## config.mk

```make
export PLATFORM = sky130hd
export DESIGN_NAME = ps2_mouse_packet_rx
export DESIGN_NICKNAME = d
export VERILOG_FILES = /design/src/rtl/ps2_pkg.sv /design/src/rtl/ps2_byte_rx.sv /design/src/rtl/ps2_mouse_packet_rx.sv
export SDC_FILE = /design/constraint.sdc
export NUM_CORES = 1
export LEC_CHECK = 0
export CAP_MARGIN = 20
export CORE_MARGIN = 4
export CORE_UTILIZATION = 60
export DETAILED_ROUTE_END_ITERATION = 8
export GPL_ROUTABILITY_DRIVEN = 0
export MAX_ROUTING_LAYER = met4
export PLACE_DENSITY = 0.83
export SLEW_MARGIN = 30
export SYNTH_ARGS = -nofsm -noshare
export SYNTH_HDL_FRONTEND = slang
export SYNTH_SLANG_ARGS = --single-unit
```

## constraint.sdc

```tcl
create_clock -name clk -period 6.2 [get_ports clk]
set_input_delay 0.93 -clock clk [delete_from_list [all_inputs] [get_ports clk]]
set_output_delay 0.93 -clock clk [all_outputs]
set_load 0.02 [all_outputs]
```

## src/rtl/ps2_pkg.sv

```systemverilog
// Shared constants and types for the PS/2 mouse receive path.
package ps2_pkg;

    localparam int unsigned FRAME_BITS = 11;
    localparam int unsigned DATA_BITS  = FRAME_BITS - 3;
    localparam int unsigned PKT_BYTES  = 3;

    // Mouse packet byte 0 bit positions
    localparam int unsigned B0_LEFT   = 0;
    localparam int unsigned B0_RIGHT  = 1;
    localparam int unsigned B0_MIDDLE = 2;
    localparam int unsigned B0_SYNC   = 3;
    localparam int unsigned B0_XSIGN  = 4;
    localparam int unsigned B0_YSIGN  = 5;
    localparam int unsigned B0_XOVF   = 6;
    localparam int unsigned B0_YOVF   = 7;

    typedef enum logic [1:0] {
        StIdle,
        StData,
        StParity,
        StStop
    } bit_state_e;

endpackage

```

## src/rtl/ps2_byte_rx.sv

```systemverilog
// PS/2 byte receiver: input synchronisers, clock glitch filter, frame deserialiser and
// inactivity timeout.
module ps2_byte_rx
    import ps2_pkg::*;
#(
    parameter int unsigned FILTER_LEN     = 8,
    parameter int unsigned TIMEOUT_CYCLES = 100000
) (
    input  logic       clk,
    input  logic       rst,
    input  logic       ps2_c,
    input  logic       ps2_d,
    output logic       byte_done,
    output logic [7:0] data,
    output logic       frame_err,
    output logic       abort
);

    localparam int unsigned FiltW = $clog2(FILTER_LEN + 1);
    localparam int unsigned ToW   = $clog2(TIMEOUT_CYCLES + 1);
    localparam logic [FiltW-1:0] FiltMax = FiltW'(FILTER_LEN - 1);
    localparam logic [ToW-1:0]   ToMax   = ToW'(TIMEOUT_CYCLES);
    localparam logic [ToW-1:0]   ToLast  = ToW'(TIMEOUT_CYCLES - 1);

    logic             c_meta_q, c_sync_q, d_meta_q, d_sync_q;
    logic             c_filt_q, c_filt_d;
    logic [FiltW-1:0] filt_cnt_q, filt_cnt_d;
    logic [ToW-1:0]   to_cnt_q, to_cnt_d;
    bit_state_e       state_q, state_d;
    logic [2:0]       bit_cnt_q, bit_cnt_d;
    logic [7:0]       shift_q, shift_d;
    logic             par_q, par_d;
    logic             fall_evt;

    // The filtered clock only follows the synchronised clock after a full stable run
    assign fall_evt = c_filt_q && !c_sync_q && (filt_cnt_q == FiltMax);
    assign abort    = !fall_evt && (to_cnt_q == ToLast);
    assign data     = shift_q;

    always_comb begin
        c_filt_d   = c_filt_q;
        filt_cnt_d = filt_cnt_q;
        if (c_sync_q == c_filt_q) begin
            filt_cnt_d = '0;
        end else if (filt_cnt_q == FiltMax) begin
            c_filt_d   = c_sync_q;
            filt_cnt_d = '0;
        end else begin
            filt_cnt_d = filt_cnt_q + 1'b1;
        end

        if (fall_evt) begin
            to_cnt_d = '0;
        end else if (to_cnt_q == ToMax) begin
            to_cnt_d = to_cnt_q;
        end else begin
            to_cnt_d = to_cnt_q + 1'b1;
        end
    end

    always_comb begin
        state_d   = state_q;
        bit_cnt_d = bit_cnt_q;
        shift_d   = shift_q;
        par_d     = par_q;
        byte_done = 1'b0;
        frame_err = 1'b0;
        if (fall_evt) begin
            case (state_q)
                StIdle: begin
                    if (!d_sync_q) begin
                        state_d   = StData;
                        bit_cnt_d = '0;
                    end
                end
                StData: begin
                    shift_d   = {d_sync_q, shift_q[7:1]};
                    bit_cnt_d = bit_cnt_q + 1'b1;
                    if (bit_cnt_q == 3'(DATA_BITS - 1)) begin
                        state_d = StParity;
                    end
                end
                StParity: begin
                    par_d   = d_sync_q;
                    state_d = StStop;
                end
                StStop: begin
                    if (d_sync_q && (^{shift_q, par_q})) begin
                        byte_done = 1'b1;
                    end else begin
                        frame_err = 1'b1;
                    end
                    state_d = StIdle;
                end
                default: state_d = StIdle;
            endcase
        end else if (abort) begin
            state_d = StIdle;
        end
    end

    always_ff @(posedge clk) begin
        if (rst) begin
            c_meta_q   <= 1'b1;
            c_sync_q   <= 1'b1;
            d_meta_q   <= 1'b1;
            d_sync_q   <= 1'b1;
            c_filt_q   <= 1'b1;
            filt_cnt_q <= '0;
            to_cnt_q   <= '0;
            state_q    <= StIdle;
            bit_cnt_q  <= '0;
            shift_q    <= '0;
            par_q      <= 1'b0;
        end else begin
            c_meta_q   <= ps2_c;
            c_sync_q   <= c_meta_q;
            d_meta_q   <= ps2_d;
            d_sync_q   <= d_meta_q;
            c_filt_q   <= c_filt_d;
            filt_cnt_q <= filt_cnt_d;
            to_cnt_q   <= to_cnt_d;
            state_q    <= state_d;
            bit_cnt_q  <= bit_cnt_d;
            shift_q    <= shift_d;
            par_q      <= par_d;
        end
    end

endmodule

```

## src/rtl/ps2_mouse_packet_rx.sv

```systemverilog
// PS/2 mouse receive front end: assembles 3-byte streaming packets into signed deltas
// and button state.
module ps2_mouse_packet_rx
    import ps2_pkg::*;
#(
    parameter int unsigned FILTER_LEN     = 8,
    parameter int unsigned TIMEOUT_CYCLES = 100000
) (
    input  logic       clk,
    input  logic       rst,
    input  logic       ps2_c,
    input  logic       ps2_d,
    output logic       pkt_valid,
    output logic [8:0] dx,
    output logic [8:0] dy,
    output logic [2:0] btn,
    output logic       x_ovf,
    output logic       y_ovf,
    output logic       frame_err
);

    localparam int unsigned IdxW = $clog2(PKT_BYTES);

    logic            rx_byte_done, rx_frame_err, rx_abort;
    logic [7:0]      rx_data;
    logic [IdxW-1:0] idx_q, idx_d;
    logic [7:0]      b0_q, b0_d, b1_q, b1_d;
    logic [8:0]      dx_q, dx_d, dy_q, dy_d;
    logic [2:0]      btn_q, btn_d;
    logic            x_ovf_q, x_ovf_d, y_ovf_q, y_ovf_d;
    logic            pkt_valid_q, pkt_valid_d, frame_err_q, frame_err_d;

    ps2_byte_rx #(
        .FILTER_LEN     (FILTER_LEN),
        .TIMEOUT_CYCLES (TIMEOUT_CYCLES)
    ) u_byte_rx (
        .clk       (clk),
        .rst       (rst),
        .ps2_c     (ps2_c),
        .ps2_d     (ps2_d),
        .byte_done (rx_byte_done),
        .data      (rx_data),
        .frame_err (rx_frame_err),
        .abort     (rx_abort)
    );

    always_comb begin
        idx_d       = idx_q;
        b0_d        = b0_q;
        b1_d        = b1_q;
        dx_d        = dx_q;
        dy_d        = dy_q;
        btn_d       = btn_q;
        x_ovf_d     = x_ovf_q;
        y_ovf_d     = y_ovf_q;
        pkt_valid_d = 1'b0;
        frame_err_d = rx_frame_err;
        if (rx_frame_err || rx_abort) begin
            idx_d = '0;
        end else if (rx_byte_done) begin
            case (idx_q)
                IdxW'(0): begin
                    // Byte 0 always has bit 3 set; anything else is a misaligned byte
                    if (rx_data[B0_SYNC]) begin
                        b0_d  = rx_data;
                        idx_d = IdxW'(1);
                    end
                end
                IdxW'(1): begin
                    b1_d  = rx_data;
                    idx_d = IdxW'(2);
                end
                default: begin
                    idx_d       = '0;
                    pkt_valid_d = 1'b1;
                    x_ovf_d     = b0_q[B0_XOVF];
                    y_ovf_d     = b0_q[B0_YOVF];
                    dx_d        = b0_q[B0_XOVF] ? 9'd0 : {b0_q[B0_XSIGN], b1_q};
                    dy_d        = b0_q[B0_YOVF] ? 9'd0 : {b0_q[B0_YSIGN], rx_data};
                    btn_d       = {b0_q[B0_MIDDLE], b0_q[B0_RIGHT], b0_q[B0_LEFT]};
                end
            endcase
        end
    end

    always_ff @(posedge clk) begin
        if (rst) begin
            idx_q       <= '0;
            b0_q        <= '0;
            b1_q        <= '0;
            dx_q        <= '0;
            dy_q        <= '0;
            btn_q       <= '0;
            x_ovf_q     <= 1'b0;
            y_ovf_q     <= 1'b0;
            pkt_valid_q <= 1'b0;
            frame_err_q <= 1'b0;
        end else begin
            idx_q       <= idx_d;
            b0_q        <= b0_d;
            b1_q        <= b1_d;
            dx_q        <= dx_d;
            dy_q        <= dy_d;
            btn_q       <= btn_d;
            x_ovf_q     <= x_ovf_d;
            y_ovf_q     <= y_ovf_d;
            pkt_valid_q <= pkt_valid_d;
            frame_err_q <= frame_err_d;
        end
    end

    assign pkt_valid = pkt_valid_q;
    assign frame_err = frame_err_q;
    assign dx        = dx_q;
    assign dy        = dy_q;
    assign btn       = btn_q;
    assign x_ovf     = x_ovf_q;
    assign y_ovf     = y_ovf_q;

endmodule

```

# == After elaboration in Yosys (flattened, before gate mapping) ==
# Index checks and enable logic that the tools add are counted.
# op_classes
n_reduce_logical,26
muxes,18
bitwise,4
add_sub_neg,3
n_eq_ne,13
# op_table
op,count
$eq 17x17->1 const B,2
$mux 9,2
$add 17x1->17 const B,1
$reduce_and 3->1,4
$mux 2,5
$reduce_xor 9->1,1
$pmux 2 s4,1
$reduce_and 2->1,4
$mux 1,7
$ne 3x3->1 const B,2
$pmux 3 s2,1
$reduce_or 2->1,3
$reduce_or 3->1,2
$add 4x1->4 const B,1
$eq 2x1->1 const B,2
$eq 2x2->1 const B,2
$eq 4x3->1 const B,1
$logic_and 1x1->1,4
$logic_not 2->1,2
$not 1->1,4
$pmux 2 s2,1
$reduce_and 4->1,1
$reduce_bool 2->1,2
$add 3x1->3 const B,1
7 further kinds,8
# totals
elab_cells,85
in_bits,4
register_bits,83

# == Logic depth before layout (Yosys ltp) ==
# Gate-level depths: netlist (run 1).
# depth
ltp_word,8
ltp_mapped,8

# == Hierarchy ==
# A second synthesis (run 1) with hierarchy kept.
# unflattened
hier_cells,373
hier_area_um2,3572.2
# modules_own_cells
mod,area_each_um2,seq_area_each_um2,cells_each,n_inst
ps2_byte_rx,1865.5,800.8,197,1
ps2_mouse_packet_rx,1706.6,840.8,176,1

# == Worst setup path before layout (run 1) ==
# OpenSTA, ideal clock, no wires.
# synth_path
path_kind,input port to flip-flop
from,input rst
to,register u_byte_rx.to_cnt_q[10]
path_buffers,3
arrival_ns,1.857
t_required_ns,6.072
setup_slack_ns,4.215
setup_time_ns,0.128
cell_stages,5
cell_sequence,clkbuf_1 > or2_2 > clkbuf_1 > clkbuf_1 > nor2_1
# synth_between
elab_chain_len,1
# synth_lines
element,line_no,rtl
from (decl),ps2_mouse_packet_rx.sv:10,"input logic rst,"
$reduce_or 2->1 (no line),-,
to (signal assigned),ps2_byte_rx.sv:122,to_cnt_q <= to_cnt_d;
to (decl),ps2_byte_rx.sv:28,"logic [ToW-1:0] to_cnt_q, to_cnt_d;"
# Every way passes these cells.
# A chain may end at the register's enable or synchronous reset.

# == Worst setup path in the final report (run 1) ==
# layout_path
from,register u_byte_rx.filt_cnt_q[0]
to,"register dx_q[8], in the netlist dx[8]"
# layout_between
elab_chain_len,7
# layout_lines
element,line_no,rtl
from (decl),ps2_byte_rx.sv:27,"logic [FiltW-1:0] filt_cnt_q, filt_cnt_d;"
from (signal assigned),ps2_byte_rx.sv:121,filt_cnt_q <= filt_cnt_d;
$eq 4x3->1 *,ps2_byte_rx.sv:36,assign fall_evt = c_filt_q && !c_sync_q && (filt_cnt_q == FiltMax);
$logic_and 1x1->1 *,ps2_byte_rx.sv:36,
$logic_not 1->1,ps2_byte_rx.sv:37,assign abort = !fall_evt && (to_cnt_q == ToLast);
$logic_and 1x1->1,ps2_byte_rx.sv:37,
$logic_or 1x1->1,ps2_mouse_packet_rx.sv:58,if (rx_frame_err || rx_abort) begin
$not 1->1 (no line),-,
$reduce_and 3->1 (no line) *,-,
to (signal assigned),ps2_mouse_packet_rx.sv:91,dx_q <= '0;
to (signal assigned),ps2_mouse_packet_rx.sv:102,dx_q <= dx_d;
to (decl),ps2_mouse_packet_rx.sv:28,"logic [8:0] dx_q, dx_d, dy_q, dy_d;"
# Every way passes the cells marked *; elsewhere a longest branch is shown, timed or not.

==> results of run 1 <==
==> registers in the layout, summed over array words and instances (netlist names), 2 cells and up <==
register and count:
u_byte_rx.data 8, dx 9, u_byte_rx.state_q 2, b0_q 7, u_byte_rx.filt_cnt_q 4, u_byte_rx.bit_cnt_q 3, u_byte_rx.to_cnt_q 17, b1_q 8
idx_q 2, btn 3, dy 9
==> metrics by stage <==
| stage | total power, mW | worst slack (ns) |
|---|---|---|
| 6_report | 0.876 | 3.28 |
| 4_1_cts | 0.888 | 3.31 |
| 3_3_place_gp | 0.562 | 3.42 |
| 2_1_floorplan | 0.557 | 4.22 |
| 3_5_place_dp | 0.563 | 3.35 |
| 5_1_grt | 0.911 | 3.01 |
==> power by group <==
part,internal (mW),leakage (nW),switching [mW]
sequential,0.529,0.662,0.00300
combinational,0.00607,0.641,0.0120
clock,0.144,0.0831,0.182
==> worst max-delay path by stage <==
| stage | start | end | slack (ns) | cells after the start |
|---|---|---|---|---|
| 6_report | u_byte_rx.filt_cnt_q[0] | dx[8] | 3.28 | 7 |
| 5_1_grt | u_byte_rx.filt_cnt_q[0] | dx[8] | 3.01 | 7 |
| 3_3_place_gp | u_byte_rx.filt_cnt_q[0] | dx[8] | 3.42 | 7 |
| 3_5_place_dp | u_byte_rx.filt_cnt_q[0] | dy[0] | 3.35 | 7 |
| 2_1_floorplan | rst | u_byte_rx.to_cnt_q[10] | 4.22 | 5 |
| 4_1_cts | u_byte_rx.filt_cnt_q[0] | dy[0] | 3.31 | 7 |
==> worst register-to-register path, stage by stage, from the launching register on <==
cell and delay, ns:
dfxtp_1 0.36, ha_1 0.21, and4b_1 0.63, and2_1 0.21
buf_4 0.34, nand3_1 0.35, or4b_1 0.59, a21oi_1 0.15
==> routing by layer <==
layer  global-route usage  share of wire  vias up
li1                     -              -     1576
met1                0.263           0.47     1435
met2                0.355           0.47       66
met3               0.0407          0.045       11
met4               0.0893          0.016        0
met5                    -              0        -
==> cell type report <==
cell class / count / area share
clock buffer: 11 / 0.0315
clock inverter: 5 / 0.00750
inverter: 8 / 0.00720
multi-input combinational: 308 / 0.466
sequential: 82 / 0.394
tap: 75 / 0.0225
timing repair buffer: 31 / 0.0714
==> logic make-up after synthesis <==
| kind of cell | Yosys count | synth area share |
|---|---|---|
| compound gates | 100 | 0.155 |
| mux | 4 | 0.0123 |
| fa+ha+maj | 11 | 0.0366 |
| xor+xnor | 22 | 0.0610 |
| simple gates | 171 | 0.251 |
| buf+inv | 43 | 0.0473 |
| flops | 82 | 0.437 |
==> cells in the final DEF, fill, tap and decap left out, drive strengths merged, types with 4 or more instances in the layout <==
cell type      Yosys  final
xor2               9      9
nor3               5      5
or2                5      5
nand4             39     39
clkdlybuf4s50      0     27
inv                7      7
xnor2             11     11
o21ai             19     19
dfxtp             82     82
nand2             27     27
clkinv             1      5
clkbuf            26     11
nor2              28     28
nor2b             17     17
a21oi             52     52
o31ai             23     23
buf                9      4
ha                11     11
nand3             23     23
==> cell usage after synthesis, types with 3 or more instances <==
master    number
a21oi_1       52
buf_2          4
buf_4          3
clkbuf_1      26
dfxtp_1       82
ha_1          11
inv_1          7
nand2_1       27
nand2b_1       3
nand3_1       23
nand4_1       39
nand4b_1       3
nor2_1        28
nor2b_1       17
nor3_1         5
nor3b_1        3
o21ai_0       18
o31ai_1       23
or2_2          5
or4b_1         3
xnor2_1       10
xor2_1         9
==> results.json, run 1 <==
{
  "critPathBufInv": 1,
  "synth_edf_count": 0,
  "syn_to_final_growth_pct": 11.1,
  "wl_per_cell_um": 14.3,
  "seqCellArea_um2": 1640,
  "synth-seq-area-share": 0.437,
  "initial_core_util": 0.627,
  "whs_path_depth": 1,
  "wl_um": 7450,
  "finish.utilization": 0.696,
  "cts_resized": 0,
  "dpl-instance-area_um2": 4000,
  "globalRouteTotalUtil": 0.217,
  "cts_tree": "yes",
  "num-nets-final": 455,
  "vdd_drop_max_mv": 0.135,
  "yosysTopAreaCellShare": 0.437,
  "vias": 3088,
  "p_leak_nw": 1.39,
  "cap_viol_max_count": 0,
  "ff2ff_path_depth": 7,
  "design_area_um2": 4170,
  "ys_ff_latch": 82,
  "grt_start_max_net_pins": 64,
  "fin_cells": 520,
  "drt-pass1-iter-count": 4,
  "antenna_found_initial": 0,
  "fmax_mhz": 343,
  "ioPinCount": 29,
  "antenna_cells": 0,
  "finClkSkew_ns": 0.0103,
  "core_um2": 5990,
  "placementRows": 28,
  "cp_cell_sequence": "ha_1 -> and4b_1 -> and2_1 -> buf_4 -> nand3_1 -> or4b_1 -> a21oi_1",
  "synth.cell_area_um2": 3760,
  "hold_end": "u_byte_rx.d_sync_q",
  "synth_top_area_cell": "dfxtp_1",
  "hold_viol": 0,
  "grt_pass1_vias": 2875,
  "cpMaxStageDelayCell": "and4b_1",
  "portBuffers": 28,
  "vias_per_cell": 5.94,
  "die_h_um": 87.1,
  "ys_dominant_reg_cell": "dfxtp_1",
  "drcViolationCount": 0,
  "max_stage_delay_ns": 0.63,
  "slew_headroom": 0.282,
  "ctsHoldBuffers": 0,
  "drt_iter0_drc": 172,
  "clockRootBuffer": "clkbuf_8",
  "worstPathArrival_ns": 3.20,
  "r2r-end": "dx[8]",
  "grt-ovfl-total": 0,
  "synthArstFlopShare": 0,
  "grt_pass1_wl_um": 12800,
  "hold_class": "flip-flop to flip-flop",
  "status": "completed",
  "num-fill-cells": 465,
  "multi_input_area_um2": 1950,
  "path_delay_family": "simple AND/OR/NAND/NOR gates",
  "worstSetupStartpointType": "flip-flop",
  "ys_types": 46,
  "period_needed_ns": 2.92,
  "syn_inst": 433,
  "final_max_slew_viol_count": 0,
  "power_density_nw_per_um2": 210,
  "worstPathRequired_ns": 6.48,
  "yosys-top-cells-area": "dfxtp_1 44%, a21oi_1 6.9%, nand4_1 6.5%, o31ai_1 4.6%, ha_1 3.7%",
  "crit_path_end_kind": "flip-flop",
  "hpwl_um": 4860,
  "path_class": "flip-flop to flip-flop",
  "synth_fp_nets": 448,
  "worst_hold_slack_ns": 0.415,
  "fin_crit_sh": 0.470,
  "cts_setup_buffers": 0,
  "htree_levels": 3,
  "cts_buffers": 9,
  "finalSetupViolCount": 0,
  "die_w_um": 87.1,
  "clock-sinks": 82,
  "min_from": "u_byte_rx.d_meta_q",
  "r2r_slack_ns": 3.28,
  "worstReg2RegStart": "u_byte_rx.filt_cnt_q[0]",
  "drive_gt1_frac": 0.0674,
  "die_area_um2": 7590,
  "clk_path_buf_depth": 2,
  "drtAntennaViolNets": 0,
  "rsz0062_at_grt": "false",
  "clk_pin_slew_ns": 0.08,
  "dp_cells": 504,
  "synth.avg_cell_area_um2": 8.67,
  "ys_warn_count": 0,
  "path_max_fanout": 40,
  "clock_latency_ns": 0.35,
  "fin_tns_setup_ns": 0,
  "worstMarginPinSlew_ns": 1.06
}
(Power assumes the default switching activity.)
==> run 2: changes to the inputs <==
--- a/config.mk
+++ b/config.mk
@@ -7,11 +7,11 @@
 export LEC_CHECK = 0
 export CAP_MARGIN = 20
 export CORE_MARGIN = 4
-export CORE_UTILIZATION = 60
+export CORE_UTILIZATION = 52
 export DETAILED_ROUTE_END_ITERATION = 8
 export GPL_ROUTABILITY_DRIVEN = 0
 export MAX_ROUTING_LAYER = met4
-export PLACE_DENSITY = 0.83
+export PLACE_DENSITY = 0.76
 export SLEW_MARGIN = 30
 export SYNTH_ARGS = -nofsm -noshare
 export SYNTH_HDL_FRONTEND = slang
==> constraint.sdc (replaced) <==
create_clock -name clk -period 2.65 [get_ports clk]
set_input_delay 0.3975 -clock clk [delete_from_list [all_inputs] [get_ports clk]]
set_output_delay 0.3975 -clock clk [all_outputs]
set_load 0.02 [all_outputs]
==> run 2 against run 1 <==
Compared with the run above: setup slack lost 2.9 ns; sequential power grew 130%; maximum frequency grew 28%; wire length grew 14%; hold slack gained 0.0073 ns; clock skew is essentially flat; sequential cell count is the same; first-iteration DRC count grew 69%; cell count grew 5.6%; clock power grew to 3.1 times the previous value.
==> results.json, run 2 (synthesis results as in run 1) <==
{
  "status": "completed",
  "worstPathRequired_ns": 2.92,
  "finalSetupViolCount": 0,
  "hold_class": "flip-flop to flip-flop",
  "core_um2": 6910,
  "layout_common_cells": "82 x dfxtp_1, 52 x a21oi_1, 39 x nand4_1, 28 x nor2_1",
  "dp_cells": 534,
  "drt-pass1-iter-count": 5,
  "worstSetupStartpointType": "flip-flop",
  "critical_path.startpoint": "u_byte_rx.data[7]",
  "vdd_drop_max_mv": 0.272,
  "final_common_cell": "dfxtp_1",
  "fin_crit_sh": 0.863,
  "vias_per_cell": 5.89,
  "drtAntennaViolNets": 0,
  "slew_headroom": 0.526,
  "fmax_mhz": 438,
  "syn_to_final_growth_pct": 15.2,
  "grt-ovfl-total": 0,
  "clk_path_buf_depth": 2,
  "grt_start_max_net_pins": 40,
  "pre_cts_ws_ns": 0.425,
  "period_needed_ns": 2.29,
  "worst_hold_slack_ns": 0.422,
  "fin_tns_setup_ns": 0,
  "clock_latency_ns": 0.35,
  "design_area_um2": 4330,
  "final_max_slew_viol_count": 0,
  "drt_iter0_drc": 291,
  "largest_reg_flops": 17,
  "clockRootBuffer": "clkbuf_8",
  "grt_pass1_wl_um": 14300,
  "fin_cells": 549,
  "placementRows": 30,
  "num-nets-final": 464,
  "cts_buffers": 9,
  "die_w_um": 93.0,
  "p_leak_nw": 1.45,
  "die_area_um2": 8650,
  "wl_per_cell_um": 15.4,
  "worstPathArrival_ns": 2.56,
  "power_density_nw_per_um2": 528,
  "total_power_mw": 2.28,
  "antenna_cells": 0,
  "grt_pass1_vias": 3090,
  "clock-sinks": 82,
  "drive_gt1_frac": 0.0861,
  "path_max_fanout": 32,
  "cts_setup_buffers": 0,
  "globalRouteTotalUtil": 0.210,
  "cts_tree": "yes",
  "finish.utilization": 0.626,
  "clk_pin_slew_ns": 0.09,
  "setup_slack_ns": 0.364,
  "num-fill-cells": 648,
  "vias": 3234,
  "portBuffers": 28,
  "die_h_um": 93.0,
  "htree_levels": 3,
  "initial_core_util": 0.544,
  "hpwl_um": 5470,
  "rsz0062_at_grt": "false",
  "cts_resized": 0,
  "antenna_found_initial": 0,
  "min_from": "u_byte_rx.c_meta_q",
  "path_class": "flip-flop to flip-flop",
  "drcViolationCount": 0,
  "cap_viol_max_count": 0,
  "wl_um": 8480,
  "crit_path_end_kind": "flip-flop",
  "ioPinCount": 29,
  "worstMarginPinSlew_ns": 0.707,
  "largest-register": "u_byte_rx.to_cnt_q",
  "worstReg2RegStart": "u_byte_rx.data[7]",
  "dpl-instance-area_um2": 4110,
  "hold_viol": 0,
  "ctsHoldBuffers": 0,
  "finClkSkew_ns": 0.0107
}
==> run 2: metal layers <==
layer / routed length, um / global-route usage
met1: 3930 / 0.255
met2: 4010 / 0.337
met3: 344 / 0.0402
met4: 190 / 0.0989
met5: 0 / -
==> run 2: cell type report <==
type / instances / area (um2) / area share
multi-input cells: 308 / 1940 / 0.449
flip-flops and latches: 82 / 1640 / 0.380
repair buffers: 40 / 378 / 0.0874
clock buffers: 9 / 124 / 0.0286
well taps: 96 / 120 / 0.0278
clock inverters: 6 / 91.3 / 0.0211
inverters: 8 / 30.0 / 0.00694
==> run 2: critical path, stage by stage, from the launching register on <==
cell,delay [ns]
dfxtp_1,0.51
xnor2_1,0.20
xnor3_2,0.45
mux2i_2,0.46
buf_12,0.25
nand4_1,0.12
a21oi_1,0.21
==> run 2: power by group <==
part	internal (mW)	switching (mW)
Combinational	0.0152	0.0287
Sequential	1.24	0.00747
Clock	0.528	0.466
Total	1.78	0.503
==> run 2: final timing paths <==
| kind | depth (start not counted) | to | slack [ns] |
|---|---|---|---|
| setup reg to reg | 6 | dx[7] | 0.36 |
| hold / removal | 1 | u_byte_rx.c_sync_q | 0.42 |
| hold reg to reg | 1 | u_byte_rx.c_sync_q | 0.42 |
| setup / recovery | 6 | dx[7] | 0.36 |
